===== src/rtl/entrada_handshake.sv =====
// IN-instruction responder: stalls the CPU, debounces the board button and
// hands one captured switch word to the datapath with a single-cycle strobe.
module entrada_handshake #(
    parameter int DATA_W          = 14,
    parameter int DEBOUNCE_CYCLES = 16,
    parameter int CNT_W           = 20
) (
    input  logic              clk,
    input  logic              reset,
    input  logic              in_req,
    input  logic              botao,
    input  logic [DATA_W-1:0] chaves,
    output logic              stall,
    output logic [DATA_W-1:0] dado,
    output logic              dado_valido,
    output logic              aguardando
);

    typedef enum logic [1:0] {
        IDLE = 2'd0,
        WAIT = 2'd1,
        DONE = 2'd2
    } state_t;

    localparam logic [CNT_W-1:0] CNT_LAST = CNT_W'(DEBOUNCE_CYCLES - 1);

    state_t            state_r;
    state_t            next_state_s;
    logic              sync1_r;
    logic              btn_s_r;
    logic              btn_db_r;
    logic              btn_db_prev_r;
    logic [CNT_W-1:0]  cnt_r;
    logic              press_evt_s;
    logic [DATA_W-1:0] dado_r;
    logic              dado_valido_r;
    logic              aguardando_r;

    // Two-flop synchronizer, debounce counter and press edge history.
    always_ff @(posedge clk) begin
        if (reset) begin
            sync1_r       <= 1'b0;
            btn_s_r       <= 1'b0;
            btn_db_r      <= 1'b0;
            btn_db_prev_r <= 1'b0;
            cnt_r         <= '0;
        end else begin
            sync1_r       <= botao;
            btn_s_r       <= sync1_r;
            btn_db_prev_r <= btn_db_r;
            if (btn_s_r != btn_db_r) begin
                if (cnt_r == CNT_LAST) begin
                    btn_db_r <= ~btn_db_r;
                    cnt_r    <= '0;
                end else begin
                    cnt_r <= cnt_r + {{(CNT_W-1){1'b0}}, 1'b1};
                end
            end else begin
                cnt_r <= '0;
            end
        end
    end

    assign press_evt_s = btn_db_r & ~btn_db_prev_r;

    // Handshake state register.
    always_ff @(posedge clk) begin
        if (reset) begin
            state_r <= IDLE;
        end else begin
            state_r <= next_state_s;
        end
    end

    // Next-state logic; a dropped request in WAIT aborts without a strobe.
    always_comb begin
        next_state_s = state_r;
        case (state_r)
            IDLE: begin
                if (in_req) begin
                    next_state_s = WAIT;
                end else begin
                    next_state_s = IDLE;
                end
            end
            WAIT: begin
                if (!in_req) begin
                    next_state_s = IDLE;
                end else if (press_evt_s) begin
                    next_state_s = DONE;
                end else begin
                    next_state_s = WAIT;
                end
            end
            DONE:    next_state_s = IDLE;
            default: next_state_s = IDLE;
        endcase
    end

    // Stall is combinational so the CPU freezes in the decode cycle itself.
    always_comb begin
        stall = 1'b0;
        case (state_r)
            IDLE:    stall = in_req;
            WAIT:    stall = 1'b1;
            DONE:    stall = 1'b0;
            default: stall = 1'b0;
        endcase
    end

    // Registered outputs, loaded from the upcoming state so they align with it.
    always_ff @(posedge clk) begin
        if (reset) begin
            dado_r        <= '0;
            dado_valido_r <= 1'b0;
            aguardando_r  <= 1'b0;
        end else begin
            dado_valido_r <= (next_state_s == DONE);
            aguardando_r  <= (next_state_s == WAIT);
            if ((state_r == WAIT) && (next_state_s == DONE)) begin
                dado_r <= chaves;
            end else begin
                dado_r <= dado_r;
            end
        end
    end

    assign dado        = dado_r;
    assign dado_valido = dado_valido_r;
    assign aguardando  = aguardando_r;

endmodule


===== config.mk =====
export PLATFORM = sky130hd
export DESIGN_NAME = entrada_handshake
export DESIGN_NICKNAME = d
export VERILOG_FILES = /design/src/rtl/entrada_handshake.sv
export SDC_FILE = /design/constraint.sdc
export NUM_CORES = 1
export LEC_CHECK = 0
export CORE_AREA = 2 2 60 62
export DETAILED_ROUTE_END_ITERATION = 8
export DIE_AREA = 0 0 62 64
export PLACE_DENSITY_LB_ADDON = 0.15
export SYNTH_ARGS = -nofsm -noshare
export SYNTH_HDL_FRONTEND = slang
export SYNTH_SLANG_ARGS = --single-unit

===== constraint.sdc =====
create_clock -name clk -period 5.24 [get_ports clk]
set_input_delay 0.524 -clock clk [delete_from_list [all_inputs] [get_ports clk]]
set_output_delay 0.524 -clock clk [all_outputs]
set_load 0.01 [all_outputs]

==> flow_summary_export.csv, run 1 <==
group,metric,value,unit
status,status,"completed",
yosys,synth_top_area_share,49.0,%
die,row_count,21,
yosys,synth_edf_count,0,
yosys,yosys.area_share.xor_xnor,7.14,%
finish,drive_above_1_share,6.85,%
finish,syn2layout_area_growth,26.4,%
timing,finalCritPeriodShare,43.0,%
die,ios,35,
timing,worst_pin_slew,1.11,ns
job,maxCapViolations,0,
routing,detail_route.vias_per_cell,5.25,
routing,drtIter0Drc,60,
finish,nets,237,
yosys,synth_area,1720,sq um
clock_tree,clk_path_buf_depth,2,
yosys,synth_fa_ha_area_share,0.729,%
power_and_ir_drop,ir_drop,0.153,mV
clock_tree,cts_sinks,42,
power_and_ir_drop,p_seq_share,60.5,%
clock_tree,cts_tree,"done",
global_routing,grt_antenna_before_repair,0,
yosys,syn_inst,183,
routing,wl_per_cell,13.1,microns
yosys,synth_top_family_by_area,"simple AND/OR/NAND/NOR gates",
routing,ant_nets,0,
timing,setup_ws,2.99,ns
timing,setup_violations,0,
yosys,synth_mux_area_share,8.75,%
setup_path,cp.arrival,2.45,ns
clock_tree,clock_latency,0.35,ns
timing,fmax,0.443,GHz
yosys,avgSynthCellArea,9.38,sq um
finish,fill_cells,283,
global_routing,grt_usage,19.2,%
place,dp_hpwl,2640,microns
power_and_ir_drop,p_sw_share,19.7,%
yosys,syn-num-nets,202,
clock_tree,clk_pin_slew,0.11,ns
power_and_ir_drop,pwr-share-clk,35.3,%
yosys,yosysMostFrequentCell,"dfxtp_1",
global_routing,grt_max_degree,25,
global_routing,grt_pass1_wl,5750,microns
yosys,yosys_warnings,0,
yosys,async_flop_share,0,%
die,fp.dieH,64,microns
timing,clock_skew,0.00857,ns
place,numPortBuffers,34,
clock_tree,root_buffer,"clkbuf_4",
power_and_ir_drop,p_comb_share,4.2,%
power_and_ir_drop,leakagePower,0.724,nW
routing,num_vias,1391,
yosys,synth_area_leaders,"dfxtp_1, mux2i_1, nor2_1, xnor2_1, nor4_1",
die,die_area,3970,sq um
timing,fin_crit,2.25,ns
power_and_ir_drop,power_density,245,nW/um^2
routing,drt-total-wl,3480,microns
setup_path,worst-endpoint-required,5.44,ns
routing,first_pass_iters,4,
global_routing,grt_pass1_vias,1341,
setup_path,start_kind,"input pin",
hold_path,hp-class,"register to register",
die,die_w,62,microns
timing,rsz0062_at_grt,"no",
power_and_ir_drop,p_int,0.427,mW
clock_tree,post_cts_resize_count,0,
setup_path,crit_fanout,24,
setup_path,end_kind,"register",
yosys,synth_top_cell_by_area,"dfxtp_1",
yosys,synth-compound-area-share,3.57,%
place,dp_cells,257,
timing,hold_violations,0,
die,start_util,52.3,%
yosys,synth_ff_type,"dfxtp_1",
yosys,synth_cell_types,33,
finish,n_antenna_cell,0,
clock_tree,htreeDepth,2,
die,fp.coreArea,3280,sq um
yosys,synth-simple-area-share,28.1,%
yosys,seq_area_frac_synth,49.0,%
clock_tree,cts_buffers,5,
timing,relSlewSlack,25.3,%
place,place_ws,2.62,ns
yosys,synth_commonest_cells,"dfxtp_1, nor2_1, mux2i_1",
routing,drc,0,
global_routing,grt-ovfl-total,0,
place,place.gp.congestion,0.838,
power_and_ir_drop,switchingPower,0.105,mW
setup_path,crit_type,"input pin to register",
finish,final_cell_count_no_fill,265,
clock_tree,hold_buffers,0,
yosys,ys_ff_latch,42,
timing,fin_tns_setup,0,ns
clock_tree,cts_setup_buffers,0,
timing,slew_viol_final,0,
through the flow:
| step | utilization, % | hold WS (ns) | total power [mW] | cell area [sq um] |
|---|---|---|---|---|
| 3_5_place_dp | 63.7 | 0.439 | 0.351 | 2090 |
| 2_1_floorplan | - | 0.414 | 0.335 | 1720 |
| 5_1_grt | 66.1 | 0.485 | 0.555 | 2170 |
| 4_1_cts | 66.1 | 0.466 | 0.538 | 2170 |
| 3_3_place_gp | 63.7 | 0.423 | 0.350 | 2090 |
| 6_report | 66.1 | 0.461 | 0.532 | 2170 |
cell families after synthesis:
kind of cell	count (synthesis)
multiplexers	15
XOR/XNOR	14
AO/OA/AOI/OAI	10
adder cells (fa/ha/maj)	1
flip-flops	42
AND/OR/NAND/NOR	90
buffers and inverters	11
worst paths after layout:
path / start / to / slack, ns / depth (start not counted)
worst min-delay path: sync1_r / btn_s_r / 0.46 / 1
worst min register to register: sync1_r / btn_s_r / 0.46 / 1
worst max-delay path: reset / cnt_r[6] / 2.99 / 4
worst max register to register: cnt_r[0] / cnt_r[6] / 3.08 / 5
power groups by stage:
stage / registers (mW) / clock network, mW / logic (mW)
finish: 0.322 / 0.188 / 0.0222
CTS: 0.322 / 0.194 / 0.0224
floorplan: 0.329 / 0 / 0.00588
detailed placement: 0.329 / 0 / 0.0221
global route: 0.322 / 0.209 / 0.0238
global placement: 0.329 / 0 / 0.0215
worst max-delay path, cell delays in order:
cell,delay (ns)
clkdlybuf4s50_1,0.99
nor2_1,0.17
o21ai_1,0.64
nor2_1,0.12
final cells by class:
| class | count | area, sq um | share of cell area, % |
|---|---|---|---|
| well taps | 46 | 57.6 | 2.65 |
| inverters | 4 | 15.0 | 0.692 |
| clock buffers | 8 | 78.8 | 3.63 |
| flip-flops and latches | 42 | 841 | 38.8 |
| multi-input cells | 130 | 830 | 38.2 |
| repair buffers | 35 | 348 | 16.0 |
cells in the final DEF (no fill, tap or decap), types with 4 or more instances in the layout:
cell,count
xnor2_1,12
dfxtp_1,42
mux2i_1,15
clkbuf_4,5
nor3_1,6
inv_1,4
nor4_1,12
nor2_1,36
nand3_1,8
clkdlybuf4s50_1,34
nand2_1,6
and3_1,4
routing by layer:
metal  routed length (microns)  vias to the layer above  global-route usage, %
met5                         0                        -                      0
met4                        76                        0                   6.65
met3                       203                        8                   6.28
met2                      1820                       35                   34.1
met1                      1380                      641                   20.3
li1                          -                      707                      -
state kept, by name (all words and copies together), names as in the netlist:
register and cells:
btn_db_r 1, cnt_r 20, sync1_r 1, aguardando 1, state_r 2, dado_valido 1, btn_s_r 1, btn_db_prev_r 1
dado 14
(Power assumes the default switching activity.)
==> run 2: changes to the inputs <==
--- a/config.mk
+++ b/config.mk
@@ -5,9 +5,9 @@
 export SDC_FILE = /design/constraint.sdc
 export NUM_CORES = 1
 export LEC_CHECK = 0
-export CORE_AREA = 2 2 60 62
+export CORE_AREA = 2 2 65 67
 export DETAILED_ROUTE_END_ITERATION = 8
-export DIE_AREA = 0 0 62 64
+export DIE_AREA = 0 0 67 69
 export PLACE_DENSITY_LB_ADDON = 0.15
 export SYNTH_ARGS = -nofsm -noshare
 export SYNTH_HDL_FRONTEND = slang
==> constraint.sdc (replaced) <==
create_clock -name clk -period 1.9 [get_ports clk]
set_input_delay 0.19 -clock clk [delete_from_list [all_inputs] [get_ports clk]]
set_output_delay 0.19 -clock clk [all_outputs]
set_load 0.01 [all_outputs]
==> run 2 against run 1 <==
  * Via count rose by 1.2%
  * Clock power increased to 3.0 times the previous value
  * Utilization fell by 8.6 points
==> flow_summary_export.csv, run 2 (synthesis results as in run 1) <==
group,metric,value,unit
status,status,"completed",
clock_tree,clk_path_buf_depth,2,
setup_path,start_kind,"register",
place,numPortBuffers,34,
routing,wl_per_cell,13.4,microns
routing,num_vias,1408,
timing,clock_skew,0.00510,ns
timing,fin_crit,1.79,ns
setup_path,crit_type,"register to register",
timing,setup_violations,0,
setup_path,reg2reg_depth,5,
routing,drt-total-wl,3690,microns
clock_tree,post_cts_resize_count,0,
timing,fin_tns_setup,0,ns
finish,n_antenna_cell,0,
routing,detail_route.vias_per_cell,5.12,
timing,hold_violations,0,
global_routing,grt-ovfl-total,0,
routing,met1_length,1600,microns
setup_path,r2r-end,"cnt_r[18]",
setup_path,cp.arrival,2.02,ns
clock_tree,cts_sinks,42,
routing,ant_nets,0,
place,place_area,2150,sq um
finish,layout_common_cells,"dfxtp_1, nor2_1, clkdlybuf4s50_1",
routing,highest_layer,"met4",
global_routing,grt_pass1_vias,1414,
timing,worst_pin_slew,0.314,ns
setup_path,crit_buf_inv,0,
timing,finalCritPeriodShare,94.4,%
global_routing,grt_max_degree,24,
routing,drc,0,
hold_path,hp-class,"register to register",
clock_tree,hold_buffers,0,
clock_tree,cts_tree,"done",
routing,wl_met3,158,microns
clock_tree,root_buffer,"clkbuf_8",
finish,nets,243,
die,fp.coreArea,3910,sq um
setup_path,end_kind,"register",
finish,fill_cells,362,
power_and_ir_drop,power_density,676,nW/um^2
global_routing,grt_usage,17.7,%
job,maxCapViolations,0,
clock_tree,clock_latency,0.30,ns
global_routing,grt_antenna_before_repair,0,
setup_path,startpoint,"cnt_r[1]",
place,place.gp.congestion,0.846,
setup_path,worst-endpoint-required,2.13,ns
routing,first_pass_iters,4,
clock_tree,cts_buffers,5,
finish,drive_above_1_share,10.2,%
clock_tree,clk_pin_slew,0.08,ns
finish,layout_commonest_cell,"dfxtp_1",
hold_path,hp-start,"cnt_r[0]",
setup_path,critPathMaxStageDelay,0.56,ns
setup_path,rr_startpoint,"cnt_r[1]",
setup_path,crit_family,"simple AND/OR/NAND/NOR gates",
die,start_util,43.9,%
clock_tree,cts_setup_buffers,0,
finish,design_area,2250,sq um
clock_tree,htreeDepth,2,
finish,regMostFlops,"cnt_r",
setup_path,crit_end,"cnt_r[18]",
setup_path,crit_fanout,3,
setup_path,cp.depth,5,
global_routing,grt_pass1_wl,6380,microns
power_and_ir_drop,ir_drop,0.407,mV
setup_path,crit_chain,"ha_2 > nand3_1 > or4_4 > or3_1 > a21oi_1",
routing,dr_wl_met2,1870,microns
die,ios,35,
die,die_w,67,microns
die,fp.dieH,69,microns
die,row_count,23,
place,dp_hpwl,2730,microns
power_and_ir_drop,leakagePower,0.750,nW
timing,relSlewSlack,78.9,%
routing,drtIter0Drc,66,
die,die_area,4620,sq um
setup_path,r2r_setup_slack,0.11,ns
timing,slew_viol_final,0,
finish,syn2layout_area_growth,30.9,%
finish,largest_reg_flops,20,
timing,fmax,0.557,GHz
setup_path,critPathSlowestCell,"or4_4",
==> run 2: metal layers <==
layer | vias to the layer above | global-route usage, %
met2 | 29 | 28.5
met1 | 658 | 21.5
li1 | 715 | -
met3 | 6 | 6.36
met5 | - | 0
met4 | 0 | 5.90
==> run 2: final cells by class <==
type	count	area (sq um)	area share, %
multi-input cells	130	832	37.0
clock buffers	5	68.8	3.06
well taps	50	62.6	2.78
flip-flops and latches	42	842	37.5
clock inverters	3	21.3	0.947
repair buffers	41	405	18.0
inverters	4	15.0	0.668
==> run 2: worst min path at each step <==
| stage | slack (ns) | endpoint | cells after the start |
|---|---|---|---|
| 2_1_floorplan | 0.26 | btn_s_r | 1 |
| 3_3_place_gp | 0.43 | btn_s_r | 1 |
| 3_5_place_dp | 0.44 | btn_s_r | 1 |
| 4_1_cts | 0.46 | sync1_r | 2 |
| 5_1_grt | 0.45 | sync1_r | 2 |
| 6_report | 0.45 | cnt_r[0] | 1 |
==> run 2: power by group <==
part           switching [mW]  leakage (nW)  internal (mW)
clock network           0.310        0.0441          0.258
logic                  0.0224         0.367         0.0413
registers             0.00234         0.340          0.884
==> run 2: stage by stage <==
step	hold WS [ns]	instances	utilization, %	power [mW]	setup WS, ns
after detailed placement	0.439	267	55.0	0.971	0.109
after global placement	0.431	267	55.0	0.969	0.169
final	0.445	275	57.4	1.52	0.106
after floorplan	0.262	183	-	0.924	0.161
after global routing	0.453	275	57.4	1.59	-0.00244
after CTS	0.463	275	57.3	1.53	0.0875
